## config.mk

```make
export PLATFORM = sky130hd
export DESIGN_NAME = regfile_dump_tx
export DESIGN_NICKNAME = d
export VERILOG_FILES = /design/src/rtl/regfile_dump_tx_pkg.sv /design/src/rtl/dump_csum8.sv /design/src/rtl/regfile_dump_tx.sv
export SDC_FILE = /design/constraint.sdc
export NUM_CORES = 1
export LEC_CHECK = 0
export CORE_MARGIN = 5
export CORE_UTILIZATION = 46
export CTS_BUF_LIST = sky130_fd_sc_hd__clkbuf_4 sky130_fd_sc_hd__clkbuf_8 sky130_fd_sc_hd__clkbuf_16
export DETAILED_ROUTE_END_ITERATION = 16
export GPL_ROUTABILITY_DRIVEN = 0
export PLACE_DENSITY = 0.81
export SLEW_MARGIN = 20
export SYNTH_ARGS = -nofsm -noshare
export SYNTH_HDL_FRONTEND = slang
export SYNTH_SLANG_ARGS = --single-unit
export TNS_END_PERCENT = 10
```

## constraint.sdc

```tcl
create_clock -name clk -period 2.7 [get_ports clk]
set_input_delay 0.54 -clock clk [delete_from_list [all_inputs] [get_ports clk]]
set_output_delay 0.54 -clock clk [all_outputs]
set_load 0.01 [all_outputs]
```

## src/rtl/regfile_dump_tx_pkg.sv

```systemverilog
// Shared types and constants for the register-file dump transmitter.
// Frame: header, then (index, little-endian data) per register, then checksum.
package regfile_dump_tx_pkg;

  typedef enum logic [2:0] {
    IDLE,
    HDR,
    IDX,
    DATA,
    CSUM
  } dump_state_e;

  localparam logic [7:0] DUMP_HDR = 8'hA5;

  function automatic int dump_frame_len(input int nregs, input int xlen);
    return 2 + nregs * (1 + xlen / 8);
  endfunction

  localparam int DUMP_FRAME_LEN = dump_frame_len(32, 32);

endpackage

```

## src/rtl/dump_csum8.sv

```systemverilog
// 8-bit modulo-256 accumulator with synchronous clear and add-on-enable.
module dump_csum8 (
  input  logic       clk,
  input  logic       rst,
  input  logic       clr,
  input  logic       add_en,
  input  logic [7:0] add_byte,
  output logic [7:0] sum
);

  always_ff @(posedge clk or posedge rst) begin
    if (rst) begin
      sum <= 8'h00;
    end else if (clr) begin
      sum <= 8'h00;
    end else if (add_en) begin
      sum <= sum + add_byte;
    end
  end

endmodule

```

## src/rtl/regfile_dump_tx.sv

```systemverilog
// Streams a snapshot of the architectural registers as a framed byte stream,
// halting the core for the duration so the snapshot is consistent.
module regfile_dump_tx
  import regfile_dump_tx_pkg::*;
#(
  parameter int NREGS = 32,
  parameter int XLEN  = 32,
  parameter int AW    = 5
) (
  input  logic            clk,
  input  logic            rst,
  input  logic            dump_req,
  output logic            busy,
  output logic            done,
  output logic            cpu_halt,
  output logic [AW-1:0]   rf_raddr,
  input  logic [XLEN-1:0] rf_rdata,
  output logic [7:0]      tx_data,
  output logic            tx_valid,
  input  logic            tx_ready
);

  localparam int NBYTES = XLEN / 8;
  localparam int BCW    = (NBYTES > 1) ? $clog2(NBYTES) : 1;
  localparam logic [AW-1:0]  LAST_REG  = AW'(NREGS - 1);
  localparam logic [BCW-1:0] LAST_BYTE = BCW'(NBYTES - 1);

  dump_state_e     state, state_nxt;
  logic [AW-1:0]   reg_cnt;
  logic [BCW-1:0]  byte_cnt;
  logic [XLEN-1:0] shreg;
  logic [7:0]      csum;
  logic            xfer, start, last_byte, last_reg, csum_add;

  assign xfer      = tx_valid & tx_ready;
  // A request coinciding with the done pulse belongs to the finished frame.
  assign start     = (state == IDLE) & dump_req & ~done;
  assign last_byte = (byte_cnt == LAST_BYTE);
  assign last_reg  = (reg_cnt == LAST_REG);
  assign csum_add  = xfer & ((state == IDX) | (state == DATA));

  assign busy     = (state != IDLE);
  assign cpu_halt = busy;
  assign rf_raddr = reg_cnt;

  always_comb begin
    state_nxt = state;
    tx_valid  = 1'b0;
    tx_data   = 8'h00;
    case (state)
      IDLE: begin
        if (start) state_nxt = HDR;
      end
      HDR: begin
        tx_valid = 1'b1;
        tx_data  = DUMP_HDR;
        if (xfer) state_nxt = IDX;
      end
      IDX: begin
        tx_valid = 1'b1;
        tx_data  = 8'(reg_cnt);
        if (xfer) state_nxt = DATA;
      end
      DATA: begin
        tx_valid = 1'b1;
        tx_data  = shreg[7:0];
        if (xfer && last_byte) state_nxt = last_reg ? CSUM : IDX;
      end
      CSUM: begin
        tx_valid = 1'b1;
        tx_data  = csum;
        if (xfer) state_nxt = IDLE;
      end
      default: state_nxt = IDLE;
    endcase
  end

  always_ff @(posedge clk or posedge rst) begin
    if (rst) begin
      state    <= IDLE;
      reg_cnt  <= '0;
      byte_cnt <= '0;
      shreg    <= '0;
      done     <= 1'b0;
    end else begin
      state <= state_nxt;
      done  <= (state == CSUM) & xfer;
      if (start) begin
        reg_cnt  <= '0;
        byte_cnt <= '0;
      end else if ((state == IDX) && xfer) begin
        // Capture happens as the index byte leaves; the core is halted.
        shreg    <= rf_rdata;
        byte_cnt <= '0;
      end else if ((state == DATA) && xfer) begin
        shreg    <= {8'h00, shreg[XLEN-1:8]};
        byte_cnt <= byte_cnt + BCW'(1);
        if (last_byte && !last_reg) reg_cnt <= reg_cnt + AW'(1);
      end
    end
  end

  dump_csum8 u_csum (
    .clk      (clk),
    .rst      (rst),
    .clr      (start),
    .add_en   (csum_add),
    .add_byte (tx_data),
    .sum      (csum)
  );

endmodule

```

Word level (Yosys, flattened, before mapping)

Cells that the tools add are included.

Register bits: 51
Bits in latches: 0
RAM bits: 0
ROM bits: 0
Bits of input ports: 36
Output and inout bits: 17
Word-level logic and storage cells: 65
Memories: 0

Add/subtract/negate cells: 3
Multipliers: 0
Div/mod/pow operators: 0
$lt $le $gt $ge: 0
Equality and inequality tests: 12
Shifts and indexed selects: 0
Multiplexer cells: 20
Bitwise logic cells: 8
Reductions and logical operators: 16

Operators with widths:

| cell                                           | number |
|---|---|
| two-way mux 32 bit                             | 2 |
| case mux 8 bit (4 select lines)                | 1 |
| two-way mux 5 bit                              | 4 |
| two-way mux 3 bit                              | 6 |
| two-way mux 8 bit                              | 2 |
| case mux 3 bit (5 select lines)                | 1 |
| != test 2 bit (second input constant)          | 6 |
| adder 8 bit                                    | 1 |
| nonzero test 2 bit                             | 4 |
| == test 3 x 2 -> 1 bit (second input constant) | 2 |
| two-way mux 2 bit                              | 3 |
| nonzero test 3 bit                             | 2 |
| adder 5 x 1 -> 5 bit (second input constant)   | 1 |
| AND 1 bit                                      | 5 |
| == test 5 bit (second input constant)          | 1 |
| AND reduction 5 bit                            | 1 |
| logical AND 1 bit                              | 4 |
| OR reduction 4 bit                             | 1 |
| == test 3 x 1 -> 1 bit (second input constant) | 1 |
| == test 3 bit (second input constant)          | 1 |
| logical NOT 3 bit                              | 1 |
| AND reduction 3 bit                            | 1 |
| adder 2 x 1 -> 2 bit (second input constant)   | 1 |
| == test 2 bit (second input constant)          | 1 |
| other kinds (5)                                | 6 |

Depth between registers and ports, before layout

Gate-level depths: netlist of run 1.

Depth after elaboration: 8
Gate-level depth with buffers: 12
Mapped depth without buffers: 10

Hierarchy

Synthesis of run 1 repeated with hierarchy kept, for this count alone.

Cells, all modules: 295
Area total of the unflattened synthesis: 2836.5 um^2

By module, submodules not included:

| module          | times used | cells each | area an instance (um^2) | sequential area each (um^2) |
|---|---|---|---|---|
| regfile_dump_tx | 1          | 228        | 2188.3                  | 1076.0 |
| dump_csum8      | 1          | 67         | 648.1                   | 200.2 |

Worst setup path before layout of run 1

OpenSTA, ideal clock, no wires.

Path type: register -> register
Start: register state[0]
End: register u_csum.sum[7]
Setup time: 78 ps
Data arrival time: 2764 ps
Data required time: 2622 ps
Slack: -142 ps
Stages on the path, launching flop included: 11
Buffers on the path: 2
Clock period less this slack: 2842 ps
Cell sequence: dfrtp_1 clkbuf_1 clkbuf_1 a22oi_1 o21ai_0 ha_1 a21oi_1 a211oi_1 or3_1 a211oi_1 o21bai_1

Elaborated cells on any way between the ends: 17
Classes of those cells: add/sub (1); eq/ne (4); mux (4); bitwise (5); reduce/logical (3)

RTL lines:

| element                                     | RTL line              | source |
|---|---|---|
| start, declared                             | regfile_dump_tx.sv:28 | `dump_state_e state, state_nxt;` |
| start signal, assigned                      | regfile_dump_tx.sv:86 | `state <= state_nxt;` |
| == test 3 bit, or another cell as far along | regfile_dump_tx.sv:50 | `case (state)` |
| case mux 8 bit (4 select lines) *           | regfile_dump_tx.sv:50 |  |
| net tx_data[2]                              | regfile_dump_tx.sv:18 | `output logic [7:0] tx_data,` |
| adder 8 bit *                               | dump_csum8.sv:17      | `sum <= sum + add_byte;` |
| two-way mux 8 bit *                         | dump_csum8.sv:16      | `end else if (add_en) begin` |
| two-way mux 8 bit *                         | dump_csum8.sv:14      | `end else if (clr) begin` |
| end signal, assigned                        | dump_csum8.sv:17      |  |
| end, declared                               | dump_csum8.sv:8       | `output logic [7:0] sum` |

Mark *: on every way through the listed nets, which the timed path passes. The rest lies on a longest branch. The select of a mux whose other input is x is not followed.
A chain may end at the register's enable or synchronous reset.

Worst setup path after layout of run 1

Start: register state[2]
End: output tx_data[4]

Word-level cells in the longest chain between the ends: 2
Elaborated cells on any way between the ends: 5
Classes of those cells: eq/ne (4); mux (1)

Ends and longest elaborated chain:

| element                                     | RTL line |
|---|---|
| == test 3 bit, or another cell as far along | regfile_dump_tx.sv:50 |
| case mux 8 bit (4 select lines) *           | regfile_dump_tx.sv:50 |
| end, declared                               | regfile_dump_tx.sv:18 |

Mark *: on every way between the ends. The rest lies on a longest branch, timed or not.

==> results of run 1 <==
## power by group
group / internal (mW) / switching (mW) / leakage (nW)
Combinational: 0.816 / 0.808 / 0.849
Clock: 0.186 / 0.270 / 0.0485
Sequential: 1.03 / 0.217 / 0.626
Total: 2.03 / 1.30 / 1.52
## path summary, 6_finish.rpt
kind	from	slack, ns	to	cells past startpoint
worst max-delay path	state[2]	0.07	tx_data[4]	6
worst min-delay path	rst	0.49	shreg[0]	2
worst max register to register	state[2]	0.17	u_csum.sum[6]	11
worst min register to register	shreg[7]	0.51	shreg[7]	2
max in group asynchronous	rst	1.62	state[0]	3
min in group clk	shreg[7]	0.51	shreg[7]	2
## kinds of logic (layout without fill, tap and decap cells)
logic type	count (synthesis)	count (layout)	share of synthesized area [%]
DFF	51	51	47.8
AOI/OAI and AO/OA	76	76	21.1
and+or+nand+nor	104	104	17.8
xor gates and xnor gates	9	9	2.95
adders and majority gates	11	11	5.44
buffers and inverters	25	82	4.17
muxes	2	2	0.750
## worst max-delay path: cells and delay by family, from the launching register on
kind / cells / cell delay, ns
AO/OA/AOI/OAI: 2 / 0.30
buffers and inverters: 3 / 0.82
flip-flops: 1 / 0.48
AND/OR/NAND/NOR: 1 / 0.19
## repair_timing
item,CTS,global route
setup buffers,0,2
pin swaps,0,3
gates cloned,0,0
endpoints found under the setup margin,3,6
resized for setup,4,13
## per-layer routing
layer | vias up | share of wire [%]
li1 | 1107 | -
met1 | 1154 | 46
met2 | 83 | 46
met3 | 16 | 6.4
met4 | 0 | 2.4
met5 | - | 0
## cells in the final DEF, fill, tap and decap left out, drive strengths merged, types with 2 or more instances in the layout
| cell type | Yosys | routed |
|---|---|---|
| nand2b | 8 | 8 |
| a22oi | 7 | 7 |
| a211oi | 2 | 2 |
| nand2 | 21 | 21 |
| a22o | 12 | 12 |
| nor2 | 57 | 57 |
| xnor2 | 6 | 6 |
| o21ai | 16 | 16 |
| a31oi | 2 | 2 |
| a221oi | 24 | 24 |
| clkinv | 0 | 2 |
| a21oi | 6 | 6 |
| mux2i | 2 | 2 |
| or3 | 2 | 2 |
| buf | 7 | 16 |
| clkdlybuf4s50 | 0 | 50 |
| xor2 | 3 | 3 |
| and2 | 2 | 2 |
| dlymetal6s2s | 0 | 2 |
| a21o | 2 | 2 |
| ha | 10 | 10 |
| clkbuf | 12 | 5 |
| nand3 | 2 | 2 |
| dfrtp | 51 | 51 |
| nor2b | 5 | 5 |
| nor3b | 2 | 2 |
| inv | 6 | 7 |
## sequential cells by signal, indices dropped and copies added, names as in the netlist
name        flops
done            1
u_csum.sum      8
rf_raddr        5
state           3
byte_cnt        2
shreg          32
## layout make-up
cell class	instances	area [µm²]	share of cell area, %
Timing Repair Buffer	68	653	18.9
Multi-Input combinational cell	202	1330	38.4
Clock inverter	3	22.5	0.650
Tap cell	72	90.1	2.60
Sequential cell	51	1280	36.9
Inverter	6	22.5	0.650
Clock buffer	5	68.8	1.99
## through the flow
stage,instance area [µm²],instances,TNS [ns],util (%)
final,3460,407,0,62.1
after global routing,3460,407,-0.0311,62.1
after CTS,3400,405,-0.00895,60.9
after detailed placement,3300,397,0,59.2
after global placement,3300,397,0,59.2
after floorplan,2670,278,0,-
==> qor.txt, run 1 <==
Yosys top cell by area: dfrtp_1
Worst Hold Slack: 0.493 ns
CTS buffer count: 5
worst setup margin: 0.0734 ns
Nets: 381
Max H-tree Level: 2
vias in the first global route: 2263
syn avg cell area: 9.60 µm²
Initial Util: 47.9%
CTS max path bufs: 2
drt first pass iters: 4
synth-to-layout area growth: 29.7%
worst-skew pair later-pin latency: 0.31 ns
critical path endpoint category: output pin
die span in x: 86.2 µm
Synth async-reset ratio: 100%
Critical Path, Cell by Cell: nor2b_2, buf_4, a22oi_1, o21ai_1, buf_4, clkdlybuf4s50_1
critical path required time: 2.16 ns
Power Density: 960 mW/mm²
met3 global-route usage: 3.99%
IO buf count: 52
count leader, synth: nor2_1
All-Layer GR Usage: 18.2%
Final setup viols: 0
antenna fix cells: 0
Startpoint Class: register
GRT met2 Usage: 28.7%
Syn Std Cell Area: 0.00267 mm²
row cnt: 27
register area share after synthesis: 47.8%
critical path arrival: 2.09 ns
clk sinks: 51
crit-path most repeated cell: buf_4
Final Cycle Share: 97.3%
first-pass GRT wire length: 10900 µm
Netlist cell types: 39
Top Usage Layer GRT: met2
number of fill cells: 488
maximum VDD drop: 0.578 mV
Slew Viols, Final: 0
DRT iter0 DRCs: 129
Post-synth EDFFs: 0
DR vias: 2360
Max-Cap Viols: 0
FF+latch count, synth: 51
# IOs: 53
CORE AREA: 0.00557 mm²
Hold Path Class: input pin to async pin
hpwl dp: 4750 µm
Clk pin slew, worst setup/hold paths: 0.09 ns
total gr overflow: 0
Main synth FF type: dfrtp_1
post-route ant nets: 0
syn_nets: 325
share of cells above drive strength 1: 11.0%
FMAX: 381 MHz
Avg WL per Cell: 15.7 µm
Max-slew headroom: 71.0%
met1 Use GR: 24.7%
crit-path max cell delay: 0.52 ns
RSZ-0062 raised after global routing: true
hold buffers post-CTS: 0
clk_skew: 0.00608 ns
CTS tree: built
drt total wl: 6390 µm
Worst Path Max Fanout: 7
Yosys warnings: 0
outcome: finished, final reports clean
slowest stage cell on the critical path: clkdlybuf4s50_1
initial antenna violation count: 0
Clock Root Buffer: clkbuf_8
Vias/cell: 5.80
Worst Tran Pin Value: 0.433 ns
fin crit period: 2.63 ns
DRC errors left: 0
die area: 0.00743 mm²
pre-CTS setup slack: 0.0445 ns
Cells after Synth: 278
Final Hold Vio Count: 0
area share of the largest cell type after synthesis: 47.8%
top cells by count, synth: nor2_1, dfrtp_1, a221oi_1, nand2_1, o21ai_0
pin count of the biggest net entering global routing: 33
top post-synthesis cells by area: dfrtp_1, nor2_1, a221oi_1, ha_1, a22o_1
Pwr Total: 3.32 mW
die height: 86.2 µm
Crit Path Class: register to output pin
leakage power: 1.52 nW
(Power assumes the default switching activity.)
==> run 2: changes to the inputs <==
CAP_MARGIN = 20   (was unset)
PLACE_DENSITY = 0.72   (was 0.81)
==> qor.txt, run 2 (synthesized netlist as in run 1, its figures left out) <==
row cnt: 27
Post-Layout Cell Count: 399
CTS buffer count: 5
CTS max path bufs: 2
design area: 0.00342 mm²
drt first pass iters: 4
first-pass GRT wire length: 10300 µm
critical path endpoint category: output pin
critical path required time: 2.16 ns
antenna fix cells: 0
Avg WL per Cell: 15.3 µm
Worst Reg2Reg Path Length in Cells: 10
Max H-tree Level: 2
Power Density: 967 mW/mm²
Worst Path Max Fanout: 13
Crit Path Class: register to output pin
Worst Tran Pin Value: 0.486 ns
Vias/cell: 5.61
maximum VDD drop: 0.480 mV
leakage power: 1.48 nW
CORE AREA: 0.00557 mm²
hold endpoint: byte_cnt[0]
drt total wl: 6110 µm
CTS tree: built
fin crit period: 2.59 ns
Slew Viols, Final: 0
clk_skew: 0.00416 ns
Hold Crit Start: byte_cnt[0]
Final Hold Vio Count: 0
dpl cell area: 0.00327 mm²
outcome: finished, final reports clean
post-route ant nets: 0
DRC errors left: 0
clk sinks: 51
# IOs: 53
IO buf count: 52
DR vias: 2239
synth-to-layout area growth: 28.0%
FF-to-FF End: u_csum.sum[7]
Startpoint Class: register
share of cells above drive strength 1: 8.56%
FMAX: 385 MHz
Initial Util: 47.9%
critical path arrival: 2.05 ns
Max-Cap Viols: 0
die height: 86.2 µm
R2R setup slack: 0.13 ns
Max-slew headroom: 67.4%
TNS Setup: 0 ns
Inst Count DP: 391
Worst Hold Slack: 0.501 ns
Clock Root Buffer: clkbuf_8
hpwl dp: 4290 µm
Nets: 373
die span in x: 86.2 µm
most common cell after layout, fill and taps aside: nor2_1
die area: 0.00743 mm²
worst-skew pair later-pin latency: 0.30 ns
Hold Crit Depth: 1
Clk pin slew, worst setup/hold paths: 0.09 ns
Final setup viols: 0
hold buffers post-CTS: 0
All-Layer GR Usage: 17.0%
DRT iter0 DRCs: 159
worst r2r src: state[1]
Final Cycle Share: 96.1%
number of post-CTS setup repair buffers: 0
pin count of the biggest net entering global routing: 52
RSZ-0062 raised after global routing: true
largest register by flop count: shreg
Hold Path Class: register to register
total gr overflow: 0
initial antenna violation count: 0
vias in the first global route: 2186
commonest non-fill, non-tap cells in the layout: nor2_1, clkdlybuf4s50_1, dfrtp_1
max reg flops: 32
[run 2: cell types whose count changed in the layout (fill, tap and decap cells not counted), sizes merged]
cell           before  now
buf                16    8
bufinv              0    1
clkdlybuf4s50      50   52
clkinv              2    0
clkbuf              5    6
dlymetal6s2s        2    0
[run 2: where the power goes]
| group | switching, mW | total [mW] | leakage (nW) | internal, mW |
|---|---|---|---|---|
| sequential | 0.208 | 1.23 | 0.627 | 1.02 |
| clock | 0.256 | 0.547 | 0.0592 | 0.290 |
| combinational | 0.772 | 1.53 | 0.798 | 0.755 |
[run 2: metal layers]
layer | routed length [µm] | part of all wire [%] | up-vias | track usage, %
met2 | 2850 | 47 | 51 | 26.8
met5 | 0 | 0 | - | 0
met4 | 51 | 0.83 | 0 | 4.25
li1 | - | - | 1093 | -
met1 | 2880 | 47 | 1090 | 24.3
met3 | 328 | 5.4 | 5 | 3.04
[run 2: per-stage QoR]
step                      worst slack, ns  utilization, %  total power, mW
final                               0.105            61.3             3.31
after global routing              -0.0420            61.3             3.56
after CTS                         0.00414            60.8             3.27
after detailed placement           0.0341            58.7             2.72
after global placement              0.189            58.7             2.67
after floorplan                    0.0535               -             2.23
[run 2: critical path, stage by stage, from the launching register on]
cell and delay, ns:
dfrtp_1 0.41, buf_4 0.20, nor2b_1 0.24, a22oi_1 0.13, o21ai_1 0.21, clkdlybuf4s50_1 0.57
[run 2: repair_timing]
item,CTS,global route
gates resized for setup,2,11
endpoints found under the setup margin,1,7
hold endpoints to repair,0,0
pin swaps,0,1
[run 2: worst max path at each step]
| stage | depth (start not counted) | startpoint | slack (ns) | to |
|---|---|---|---|---|
| 6_report | 5 | state[1] | 0.11 | tx_data[0] |
| 5_1_grt | 10 | state[1] | -0.04 | u_csum.sum[7] |
| 4_1_cts | 5 | state[1] | 0.004 | tx_data[1] |
| 3_5_place_dp | 10 | state[1] | 0.03 | u_csum.sum[7] |
| 3_3_place_gp | 10 | state[1] | 0.19 | u_csum.sum[7] |
| 2_1_floorplan | 11 | state[1] | 0.05 | u_csum.sum[7] |
[run 2: cell type report]
type                       count  area, µm²
sequential                    51       1280
timing repair buffer          60        597
clock inverter                 2       38.8
inverter                       6       22.5
fill                         496       2160
tap                           72       90.1
clock buffer                   6       76.3
multi-input combinational    202       1320
==> run 3: changes to the inputs <==
CORE_UTILIZATION = 35   (was 46)
PLACE_DENSITY = 0.56   (was 0.72)
SYNTH_HIERARCHICAL = 1   (was unset)
==> qor.txt, run 3 <==
outcome: finished, final reports clean
commonest non-fill, non-tap cells in the layout: clkdlybuf4s50_1, dfrtp_1, nand2_1
register area share after synthesis: 45.0%
FMAX: 378 MHz
Clock Root Buffer: clkbuf_8
critical path arrival: 2.10 ns
antenna fix cells: 0
Inst Count DP: 440
DR vias: 2247
Synth async-reset ratio: 100%
Worst Tran Pin Value: 0.559 ns
Yosys top cell by area: dfrtp_1
Power Density: 680 mW/mm²
drt total wl: 6480 µm
share of cells above drive strength 1: 7.78%
CORE AREA: 0.00781 mm²
initial antenna violation count: 0
Vias/cell: 5.00
number of fill cells: 754
synth-to-layout area growth: 28.0%
Slew Viols, Final: 0
count leader, synth: dfrtp_1
Stages on worst setup path: 4
Yosys warnings: 6
Avg WL per Cell: 14.4 µm
Worst Path Max Fanout: 24
first-pass GRT wire length: 10600 µm
drt first pass iters: 4
top post-synthesis cells by area: dfrtp_1, mux2i_1, o21ai_0, nand2_1, ha_1
die area: 0.0100 mm²
hpwl dp: 4630 µm
Startpoint Class: register
CTS tree: built
fin crit period: 2.64 ns
leakage power: 1.66 nW
RSZ-0062 raised after global routing: true
slowest stage cell on the critical path: dfrtp_2
CP top delay family: buffers and inverters
Main synth FF type: dfrtp_1
Max H-tree Level: 2
hold buffers post-CTS: 0
pre-CTS setup slack: 0.113 ns
syn avg cell area: 9.62 µm²
Worst Reg2Reg Path Length in Cells: 9
DR WL met2: 2780 µm
largest register by flop count: shreg
Max-slew headroom: 62.8%
die height: 100 µm
Seq. cell area: 0.00128 mm²
area share of the largest cell type after synthesis: 45.0%
clk sinks: 51
die span in x: 100 µm
Final setup viols: 0
total gr overflow: 0
Nets: 393
Critical Path, Cell by Cell: buf_12, or3_1, and2_1, clkdlybuf4s50_1
Hold Crit Start: shreg[20]
CTS max path bufs: 2
row cnt: 32
Post-Layout Cell Count: 449
post-route ant nets: 0
CP bufs+invs: 2
# IOs: 53
Post-synth EDFFs: 0
CP Launch Point: state[0]
Crit Path Class: register to output pin
Max-Cap Viols: 0
crit-path max cell delay: 0.49 ns
Hold Crit Depth: 2
Cells after Synth: 295
Netlist cell types: 46
worst r2r src: state[0]
top cells by count, synth: dfrtp_1, nand2_1, o21ai_0, mux2i_1, nand2b_1
worst setup margin: 0.0579 ns
FF+latch count, synth: 51
Final Cycle Share: 97.9%
routed length on met3: 377 µm
clk_skew: 0.00870 ns
highest metal used: met4
area of the multi-input gates: 0.00147 mm²
max reg flops: 32
Initial Util: 36.3%
critical path required time: 2.16 ns
All-Layer GR Usage: 13.2%
Clk pin slew, worst setup/hold paths: 0.09 ns
Final Hold Vio Count: 0
IO buf count: 52
CTS buffer count: 5
most common cell after layout, fill and taps aside: clkdlybuf4s50_1
Syn Std Cell Area: 0.00284 mm²
maximum VDD drop: 0.304 mV
pin count of the biggest net entering global routing: 67
vias in the first global route: 2133
DRC errors left: 0
critical path endpoint category: output pin
Util after Layout: 46.5%
DRT iter0 DRCs: 69
worst-skew pair later-pin latency: 0.31 ns
Worst Hold Slack: 0.484 ns
Post-Route M1 WL: 3210 µm
Hold Path Class: register to register
syn_nets: 342
[run 3: cell types whose count changed after synthesis, sizes merged, moves of 7 or more]
cell,before,now
o21ai,16,43
a22o,12,4
a221oi,24,0
a22oi,7,0
nor2,57,11
nand2,21,48
mux2i,2,32
[run 3: logic make-up (layout without fill, tap and decap cells)]
kind of cell / count (synthesis) / count (layout) / share of synthesized area, %
AND/OR/NAND/NOR: 97 / 97 / 17.1
AO/OA/AOI/OAI: 75 / 75 / 15.9
flip-flops: 51 / 51 / 45.0
multiplexers: 34 / 34 / 12.2
buffers and inverters: 24 / 76 / 3.75
adder cells (fa/ha/maj): 11 / 11 / 5.12
XOR/XNOR: 3 / 3 / 0.927
[run 3: per-layer routing]
metal,vias up,GRT usage (%)
met5,-,0
met3,10,3.61
li1,1144,-
met4,0,3.63
met2,53,20.0
met1,1040,18.6
[run 3: metrics by stage]
| stage | TNS (ns) | instance area, µm² | total power, mW |
|---|---|---|---|
| 2_1_floorplan | 0 | 2840 | 1.70 |
| 3_3_place_gp | 0 | 3500 | 1.99 |
| 3_5_place_dp | 0 | 3500 | 2.01 |
| 4_1_cts | 0 | 3590 | 2.49 |
| 5_1_grt | -0.0297 | 3630 | 2.67 |
| 6_report | 0 | 3630 | 2.47 |
[run 3: area by class of cell]
class	count	share of cell area, %
clock buffer	6	2.10
clock inverter	2	0.482
inverter	5	0.517
multi-input combinational	220	40.4
sequential	51	35.2
tap	102	3.51
timing repair buffer	63	17.8
[run 3: path summary, 6_finish.rpt]
check	to	slack, ns
worst max-delay path	tx_valid	0.06
worst min-delay path	shreg[20]	0.48
worst max register to register	u_csum/sum[7]	0.13
worst min register to register	shreg[20]	0.48
max in group asynchronous	state[0]	1.87
min in group asynchronous	u_csum/sum[5]	0.53
[run 3: what timing repair did]
action	CTS	global route
gates resized for setup	0	4
endpoints found under the setup margin	0	7
buffers inserted	0	0
[run 3: worst min-delay path, delay by kind of cell (launching register included)]
family	cells	cell delay, ns
simple gates	1	0.04
compound gates	1	0.06
flops	1	0.35
[run 3: power by group]
| group | internal, mW | switching [mW] | total (mW) |
|---|---|---|---|
| Sequential | 0.931 | 0.137 | 1.07 |
| Clock | 0.197 | 0.263 | 0.460 |
| Combinational | 0.485 | 0.456 | 0.941 |
| Total | 1.61 | 0.856 | 2.47 |
